<file path="config.mk">
export PLATFORM = sky130hd
export DESIGN_NAME = fetch_if_flat
export DESIGN_NICKNAME = d
export VERILOG_FILES = /design/src/rtl/fetch_if_if.sv /design/src/rtl/fetch_if.sv /design/src/flat_wrapper.sv
export SDC_FILE = /design/constraint.sdc
export NUM_CORES = 1
export LEC_CHECK = 0
export CAP_MARGIN = 5
export CORE_AREA = 8 8 185 187
export DETAILED_ROUTE_END_ITERATION = 8
export DIE_AREA = 0 0 193 195
export HOLD_SLACK_MARGIN = 0.15
export PLACE_DENSITY = 0.83
export SYNTH_ARGS = -nofsm -noshare
export SYNTH_HDL_FRONTEND = slang
export SYNTH_SLANG_ARGS = --single-unit
</file>
<file path="constraint.sdc">
create_clock -name clk -period 5.16 [get_ports clk]
set_input_delay 0.516 -clock clk [delete_from_list [all_inputs] [get_ports clk]]
set_output_delay 0.516 -clock clk [all_outputs]
set_load 0.01 [all_outputs]
</file>
<file path="src/rtl/fetch_if_if.sv">
// Instruction-memory request/response channel between the fetch stage and memory.
interface fetch_if_if;
  logic        ireq_valid;
  logic        ireq_ready;
  logic [63:0] ireq_addr;
  logic        iresp_valid;
  logic [31:0] iresp_data;

  modport master (
    output ireq_valid,
    output ireq_addr,
    input  ireq_ready,
    input  iresp_valid,
    input  iresp_data
  );

  modport slave (
    input  ireq_valid,
    input  ireq_addr,
    output ireq_ready,
    output iresp_valid,
    output iresp_data
  );
endinterface

</file>
<file path="src/rtl/fetch_if.sv">
// Instruction fetch stage: issues one request at a time to instruction memory,
// parks a response in a single-entry hold buffer while decode stalls, and
// squashes in-flight fetches on an execute-stage redirect.
module fetch_if #(
  parameter logic [63:0] RESET_PC = 64'h0000_0000_8000_0000
) (
  input  logic        clk,
  input  logic        rst_n,
  fetch_if_if.master  imem,
  input  logic        StallD,
  input  logic        PCSrcE,
  input  logic [63:0] PCTargetE,
  output logic [31:0] instrD,
  output logic [63:0] PCD,
  output logic [63:0] PCPlus4D,
  output logic        enableD,
  output logic        misalignF
);

  typedef enum logic [1:0] {
    stReq  = 2'd0,
    stWait = 2'd1,
    stHold = 2'd2
  } state_t;

  localparam logic [31:0] NOP = 32'h0000_0013;

  state_t      state, stateNext;
  logic [63:0] PCF, pcNext;
  logic        started;
  logic        drop, dropNext;
  logic [31:0] holdInstr, holdInstrNext;
  logic [63:0] holdPc, holdPcNext;
  logic        holdValid, holdValidNext;
  logic [31:0] instrNext;
  logic [63:0] pcdNext, pcPlus4Next;
  logic        enableNext;
  logic        misalignNext;
  logic        accept;
  logic        slotFree;

  // started keeps the first request off the bus until the first edge after reset
  assign imem.ireq_valid = (state == stReq) && started;
  assign imem.ireq_addr  = PCF;
  assign accept          = imem.ireq_valid && imem.ireq_ready;
  assign slotFree        = !enableD || !StallD;

  // State and datapath registers
  always_ff @(posedge clk or negedge rst_n) begin
    if (!rst_n) begin
      state     <= stReq;
      started   <= 1'b0;
      PCF       <= RESET_PC;
      drop      <= 1'b0;
      holdInstr <= NOP;
      holdPc    <= '0;
      holdValid <= 1'b0;
      instrD    <= NOP;
      PCD       <= '0;
      PCPlus4D  <= '0;
      enableD   <= 1'b0;
      misalignF <= 1'b0;
    end else begin
      state     <= stateNext;
      started   <= 1'b1;
      PCF       <= pcNext;
      drop      <= dropNext;
      holdInstr <= holdInstrNext;
      holdPc    <= holdPcNext;
      holdValid <= holdValidNext;
      instrD    <= instrNext;
      PCD       <= pcdNext;
      PCPlus4D  <= pcPlus4Next;
      enableD   <= enableNext;
      misalignF <= misalignNext;
    end
  end

  // Next-state and next-register logic; a redirect overrides every other event
  always_comb begin
    stateNext     = state;
    pcNext        = PCF;
    dropNext      = drop;
    holdInstrNext = holdInstr;
    holdPcNext    = holdPc;
    holdValidNext = holdValid;
    instrNext     = instrD;
    pcdNext       = PCD;
    pcPlus4Next   = PCPlus4D;
    enableNext    = enableD;
    misalignNext  = 1'b0;

    if (PCSrcE) begin
      pcNext        = {PCTargetE[63:2], 2'b00};
      enableNext    = 1'b0;
      holdValidNext = 1'b0;
      misalignNext  = |PCTargetE[1:0];
      unique case (state)
        stReq: begin
          if (accept) begin
            // the request just accepted targets the old path; squash its response
            stateNext = stWait;
            dropNext  = 1'b1;
          end else begin
            stateNext = stReq;
          end
        end
        stWait: begin
          if (imem.iresp_valid) begin
            stateNext = stReq;
            dropNext  = 1'b0;
          end else begin
            stateNext = stWait;
            dropNext  = 1'b1;
          end
        end
        default: stateNext = stReq;
      endcase
    end else begin
      // decode consumed its instruction; a load below overrides this
      if (enableD && !StallD) enableNext = 1'b0;
      unique case (state)
        stReq: begin
          if (accept) stateNext = stWait;
        end
        stWait: begin
          if (imem.iresp_valid) begin
            if (drop) begin
              dropNext  = 1'b0;
              stateNext = stReq;
            end else if (slotFree) begin
              instrNext   = imem.iresp_data;
              pcdNext     = PCF;
              pcPlus4Next = PCF + 64'd4;
              enableNext  = 1'b1;
              pcNext      = PCF + 64'd4;
              stateNext   = stReq;
            end else begin
              holdInstrNext = imem.iresp_data;
              holdPcNext    = PCF;
              holdValidNext = 1'b1;
              pcNext        = PCF + 64'd4;
              stateNext     = stHold;
            end
          end
        end
        stHold: begin
          if (!StallD) begin
            instrNext     = holdInstr;
            pcdNext       = holdPc;
            pcPlus4Next   = holdPc + 64'd4;
            enableNext    = holdValid;
            holdValidNext = 1'b0;
            stateNext     = stReq;
          end
        end
        default: stateNext = stReq;
      endcase
    end
  end

endmodule
</file>
<file path="src/flat_wrapper.sv">
// flat-port wrapper written by rule: the top's interface ports become plain ports
module fetch_if_flat 
#(
  parameter logic [63:0] RESET_PC = 64'h0000_0000_8000_0000
)
  (clk, rst_n, StallD, PCSrcE, PCTargetE, instrD, PCD, PCPlus4D, enableD, misalignF, imem_ireq_valid, imem_ireq_addr, imem_ireq_ready, imem_iresp_valid, imem_iresp_data);
  fetch_if_if imem_i ();
  input  logic clk;
  input  logic rst_n;
  input  logic StallD;
  input  logic PCSrcE;
  input  logic [63:0] PCTargetE;
  output logic [31:0] instrD;
  output logic [63:0] PCD;
  output logic [63:0] PCPlus4D;
  output logic enableD;
  output logic misalignF;
  output wire logic [$bits(imem_i.ireq_valid)-1:0] imem_ireq_valid;
  output wire logic [$bits(imem_i.ireq_addr)-1:0] imem_ireq_addr;
  input wire logic [$bits(imem_i.ireq_ready)-1:0] imem_ireq_ready;
  input wire logic [$bits(imem_i.iresp_valid)-1:0] imem_iresp_valid;
  input wire logic [$bits(imem_i.iresp_data)-1:0] imem_iresp_data;
  assign imem_ireq_valid = imem_i.ireq_valid;
  assign imem_ireq_addr = imem_i.ireq_addr;
  assign imem_i.ireq_ready = imem_ireq_ready;
  assign imem_i.iresp_valid = imem_iresp_valid;
  assign imem_i.iresp_data = imem_iresp_data;
  fetch_if #(.RESET_PC(RESET_PC)) u_core (.clk(clk), .rst_n(rst_n), .imem(imem_i), .StallD(StallD), .PCSrcE(PCSrcE), .PCTargetE(PCTargetE), .instrD(instrD), .PCD(PCD), .PCPlus4D(PCPlus4D), .enableD(enableD), .misalignF(misalignF));
endmodule
</file>
==> impl_summary.log <==
INFO  metric placed_cell_area = 20200 um^2
INFO  metric ant_nets = 0
INFO  metric diodes = 0
INFO  metric intPower = 6.59 mW
INFO  metric worstSetupStartpointType = flop
INFO  metric largest_net_degree_at_the_start_of_global_routing = 151
INFO  metric status = complete, no violations
INFO  metric syn_to_final_growth = 26.7%
INFO  metric grt_first_pass_wirelength = 86100 um
INFO  metric grt-ovfl-total = 0
INFO  metric syn_avg_cell_area = 9.55 um^2
INFO  metric clock_tree_from_tritoncts = built
INFO  metric gr-usage-met2 = 45.0%
INFO  metric dp_hpwl = 38200 um
INFO  metric final.min_clock_period = 3.52 ns
INFO  metric setup-tns-final = 0 ns
INFO  metric dp_slack = 1.69 ns
INFO  metric ioPinCount = 329
INFO  metric swShare = 32.6%
INFO  metric use_met3 = 9.76%
INFO  metric fin_skew = 0.0196 ns
INFO  metric clk-insertion-delay-late = 0.51 ns
INFO  metric required_time_at_the_worst_slack_endpoint = 5.52 ns
INFO  metric post_synth_instance_area = 16900 um^2
INFO  metric most_used_dff_post_synth = dfrtp_1
INFO  metric vias_per_cell = 6.15
INFO  metric crit_arrival = 3.88 ns
INFO  metric worstSetupEndpointType = flop
INFO  metric clock_sink_count = 319
INFO  metric drt_drc_violations_left = 0
INFO  metric floorplan.die_area = 37600 um^2
INFO  metric report.final.setup_viol = 0
INFO  metric num_vias = 14905
INFO  metric max-cap-violations = 0
INFO  metric comb_power_share = 32.0%
INFO  metric pwr-share-seq = 41.0%
INFO  metric gp_routability_congestion = 0.950
INFO  metric first_global_vias = 15137
INFO  metric synth_area_leaders = dfrtp_1 46%, nand2_1 6.4%, mux2i_1 6.4%
INFO  metric timing.fmax = 284 MHz
INFO  metric finish.instance_area = 21400 um^2
INFO  metric violation_count_after_the_first_detailed_route_iteration = 1669
INFO  metric final_cells = 2424
INFO  metric synthesis_stage_register_bit_count = 319
INFO  metric cts.reportedPaths.clkPinSlew = 0.06 ns
INFO  metric synth-seq-area-share = 47.3%
INFO  metric whs_path_depth = 2
INFO  metric n_fill_cell = 2388
INFO  metric grt_setup_unrepaired = no
INFO  metric slew-limit-headroom = 20.1%
INFO  metric nets = 2104
INFO  metric floorplan.initialDensity = 54.1%
INFO  metric globalRouteMet1Util = 36.3%
INFO  metric drive_gt1_share = 9.40%
INFO  metric placement_rows = 65
INFO  metric post-synth-top-area-cell = dfrtp_1
INFO  metric ctsHtreeMaxLevel = 2
INFO  metric leakage = 8.45 nW
INFO  metric power_frac_clock = 27.0%
INFO  metric ff2ff_path_depth = 8
INFO  metric hp-class = flop to flop
INFO  metric hold_violations = 0
INFO  metric synth-edff-count = 0
INFO  metric worst-path-max-fanout = 12
INFO  metric top_usage_layer = met2
INFO  metric syn_inst = 1771
INFO  metric worst_voltage_drop_across_the_vdd_grid = 398 uV
INFO  metric timing_worst_setup_path_type = flop to flop
INFO  metric cts_root_buffer = clkbuf_16
INFO  metric yosysWarningCount = 0
INFO  metric grt_usage = 28.8%
INFO  metric cts.repair.resized = 0
INFO  metric coreArea = 31200 um^2
INFO  metric slew_viol_final = 0
INFO  metric cts_made_buffers = 36
INFO  metric tightest_slew = 1.20 ns
INFO  metric initial_antenna_violation_count = 0
INFO  metric die_width = 193 um
INFO  metric placedCellCount = 2358
INFO  metric final.period_utilization = 68.2%
INFO  metric routed_wire_length_per_instance = 22.7 um
INFO  metric first_pass_iters = 6
INFO  metric synth.top_cell.area_share = 46.2%
INFO  metric placement.io_buffers = 322
INFO  metric drt_wl_total = 54900 um
INFO  metric setup_ws = 1.64 ns
INFO  metric power_switching = 3.18 mW
INFO  metric cts_max_path_buffers = 3
INFO  metric power_density = 456 nW/um^2
INFO  metric fp.dieH = 195 um
INFO  metric synth_cell_types = 59
INFO  metric share_of_flip_flops_with_an_asynchronous_set_or_reset_after_synthesis = 100%
-- Yosys cell counts, drive strengths merged (2+ instances only) --
cell / instances
nor3: 52
or4b: 2
nand4: 68
a21oi: 15
dfstp: 7
ha: 6
mux2: 89
or2: 7
o31a: 2
a22o: 2
o31ai: 2
a22oi: 5
nor2: 66
a31oi: 2
o21a: 5
and2: 7
dfrtp: 312
nor2b: 2
nand2: 290
xor2: 51
nor4b: 3
nand2b: 2
conb: 2
and4: 7
nand3: 52
inv: 16
nor4: 37
o21ai: 206
or4: 2
mux2i: 108
nor3b: 2
buf: 33
or3: 13
a21o: 3
a221o: 4
clkbuf: 126
xnor2: 117
and3: 13
o221ai: 24
-- final timing paths --
path / from / to / slack (ns)
worst min-delay path: u_core.instrD[19]$_DFFE_PN0P_ / u_core.instrD[19]$_DFFE_PN0P_ / 0.48
max in group asynchronous: rst_n / u_core.PCD[21]$_DFFE_PN0P_ / 3.14
worst max-delay path: u_core.imem.ireq_addr[3]$_DFFE_PN0P_ / u_core.imem.ireq_addr[52]$_DFFE_PN0P_ / 1.64
min in group asynchronous: rst_n / u_core.instrD[18]$_DFFE_PN0P_ / 0.64
worst min register to register: u_core.instrD[19]$_DFFE_PN0P_ / u_core.instrD[19]$_DFFE_PN0P_ / 0.48
worst max register to register: u_core.imem.ireq_addr[3]$_DFFE_PN0P_ / u_core.imem.ireq_addr[52]$_DFFE_PN0P_ / 1.64
-- stage by stage --
step                      hold slack (ns)  utilization, %  power (mW)
after CTS                           0.483            68.6        9.83
final                               0.480            68.6        9.77
after global routing                0.498            68.6        10.3
after detailed placement            0.465            64.7        7.15
after global placement              0.459            64.7        7.03
after floorplan                     0.220               -        5.16
-- power by group through the flow --
stage / clock network [mW] / registers (mW) / logic [mW]
3_5_place_dp: 0 / 4.02 / 3.13
3_3_place_gp: 0 / 3.99 / 3.04
4_1_cts: 2.67 / 3.99 / 3.17
6_report: 2.64 / 4.01 / 3.12
2_1_floorplan: 0 / 4.08 / 1.09
5_1_grt: 2.77 / 4.09 / 3.39
-- metal layers --
layer	vias to the layer above	routed length [um]
li1	6607	-
met2	836	25400
met5	-	0
met3	182	6540
met1	7280	20700
met4	0	2300
-- layout by cell type, fill, tap and decap left out, types with 3 or more instances in the layout --
master / Yosys / layout
a22oi_1: 5 / 5
xor2_1: 51 / 51
a21oi_1: 15 / 15
clkinv_2: 0 / 6
clkbuf_8: 0 / 7
nand4_1: 66 / 66
bufinv_16: 0 / 4
clkbuf_1: 124 / 9
clkdlybuf4s50_1: 0 / 320
and2_1: 7 / 7
and3_1: 13 / 13
inv_1: 16 / 16
ha_1: 6 / 5
nor3_1: 52 / 52
dfstp_2: 7 / 7
o21ai_0: 206 / 206
a221o_1: 3 / 3
o21a_1: 5 / 5
clkbuf_16: 0 / 37
and4_1: 7 / 7
dfrtp_1: 312 / 312
nor4b_1: 3 / 3
o221ai_1: 24 / 24
or3_1: 13 / 13
xnor2_1: 117 / 117
mux2_2: 89 / 89
nor4_1: 35 / 32
or2_2: 7 / 7
nor4_2: 1 / 4
buf_4: 6 / 16
conb_1: 2 / 7
nand3_1: 52 / 52
nor2_1: 66 / 66
nand2_1: 289 / 289
mux2i_1: 108 / 108
-- logic make-up (layout without fill, tap and decap cells) --
family / Yosys count / count (layout) / share of synthesized area, %
AO/OA/AOI/OAI: 278 / 278 / 9.38
XOR/XNOR: 168 / 168 / 8.70
adder cells (fa/ha/maj): 6 / 6 / 0.444
buffers and inverters: 175 / 421 / 4.22
flip-flops: 319 / 319 / 47.3
multiplexers: 197 / 197 / 12.3
other: 2 / 7 / 0.0444
AND/OR/NAND/NOR: 626 / 626 / 17.6
-- registers in the layout (all words and copies together) (netlist names), 2 cells and up --
signal	flops
u_core.PCD	62
u_core.PCPlus4D	62
u_core.holdInstr	32
u_core.holdPc	62
u_core.imem.ireq_addr	62
u_core.instrD	32
u_core.state	2
-- critical path, cell delays in order (launching register included) --
cell,delay (ns)
dfrtp_1,0.51
ha_1,0.27
nand3_1,0.47
nor4_1,0.45
buf_4,0.23
nand4_1,0.49
nor4_1,0.61
xnor2_1,0.23
o21ai_0,0.11
-- area by class of cell --
| cell class | count | area, um^2 | share of cell area (%) |
|---|---|---|---|
| multi-input cells | 1282 | 8260 | 38.6 |
| flip-flops and latches | 319 | 7990 | 37.3 |
| repair buffers | 341 | 3390 | 15.8 |
| clock buffers | 53 | 1060 | 4.93 |
| well taps | 402 | 503 | 2.35 |
| clock inverters | 11 | 158 | 0.736 |
| inverters | 16 | 60.1 | 0.280 |
-- what timing repair did --
action,4_1_cts,5_1_grt
hold buffers,1,0
setup buffers,0,0
hold endpoints to repair,105,0
(Power assumes the default switching activity.)
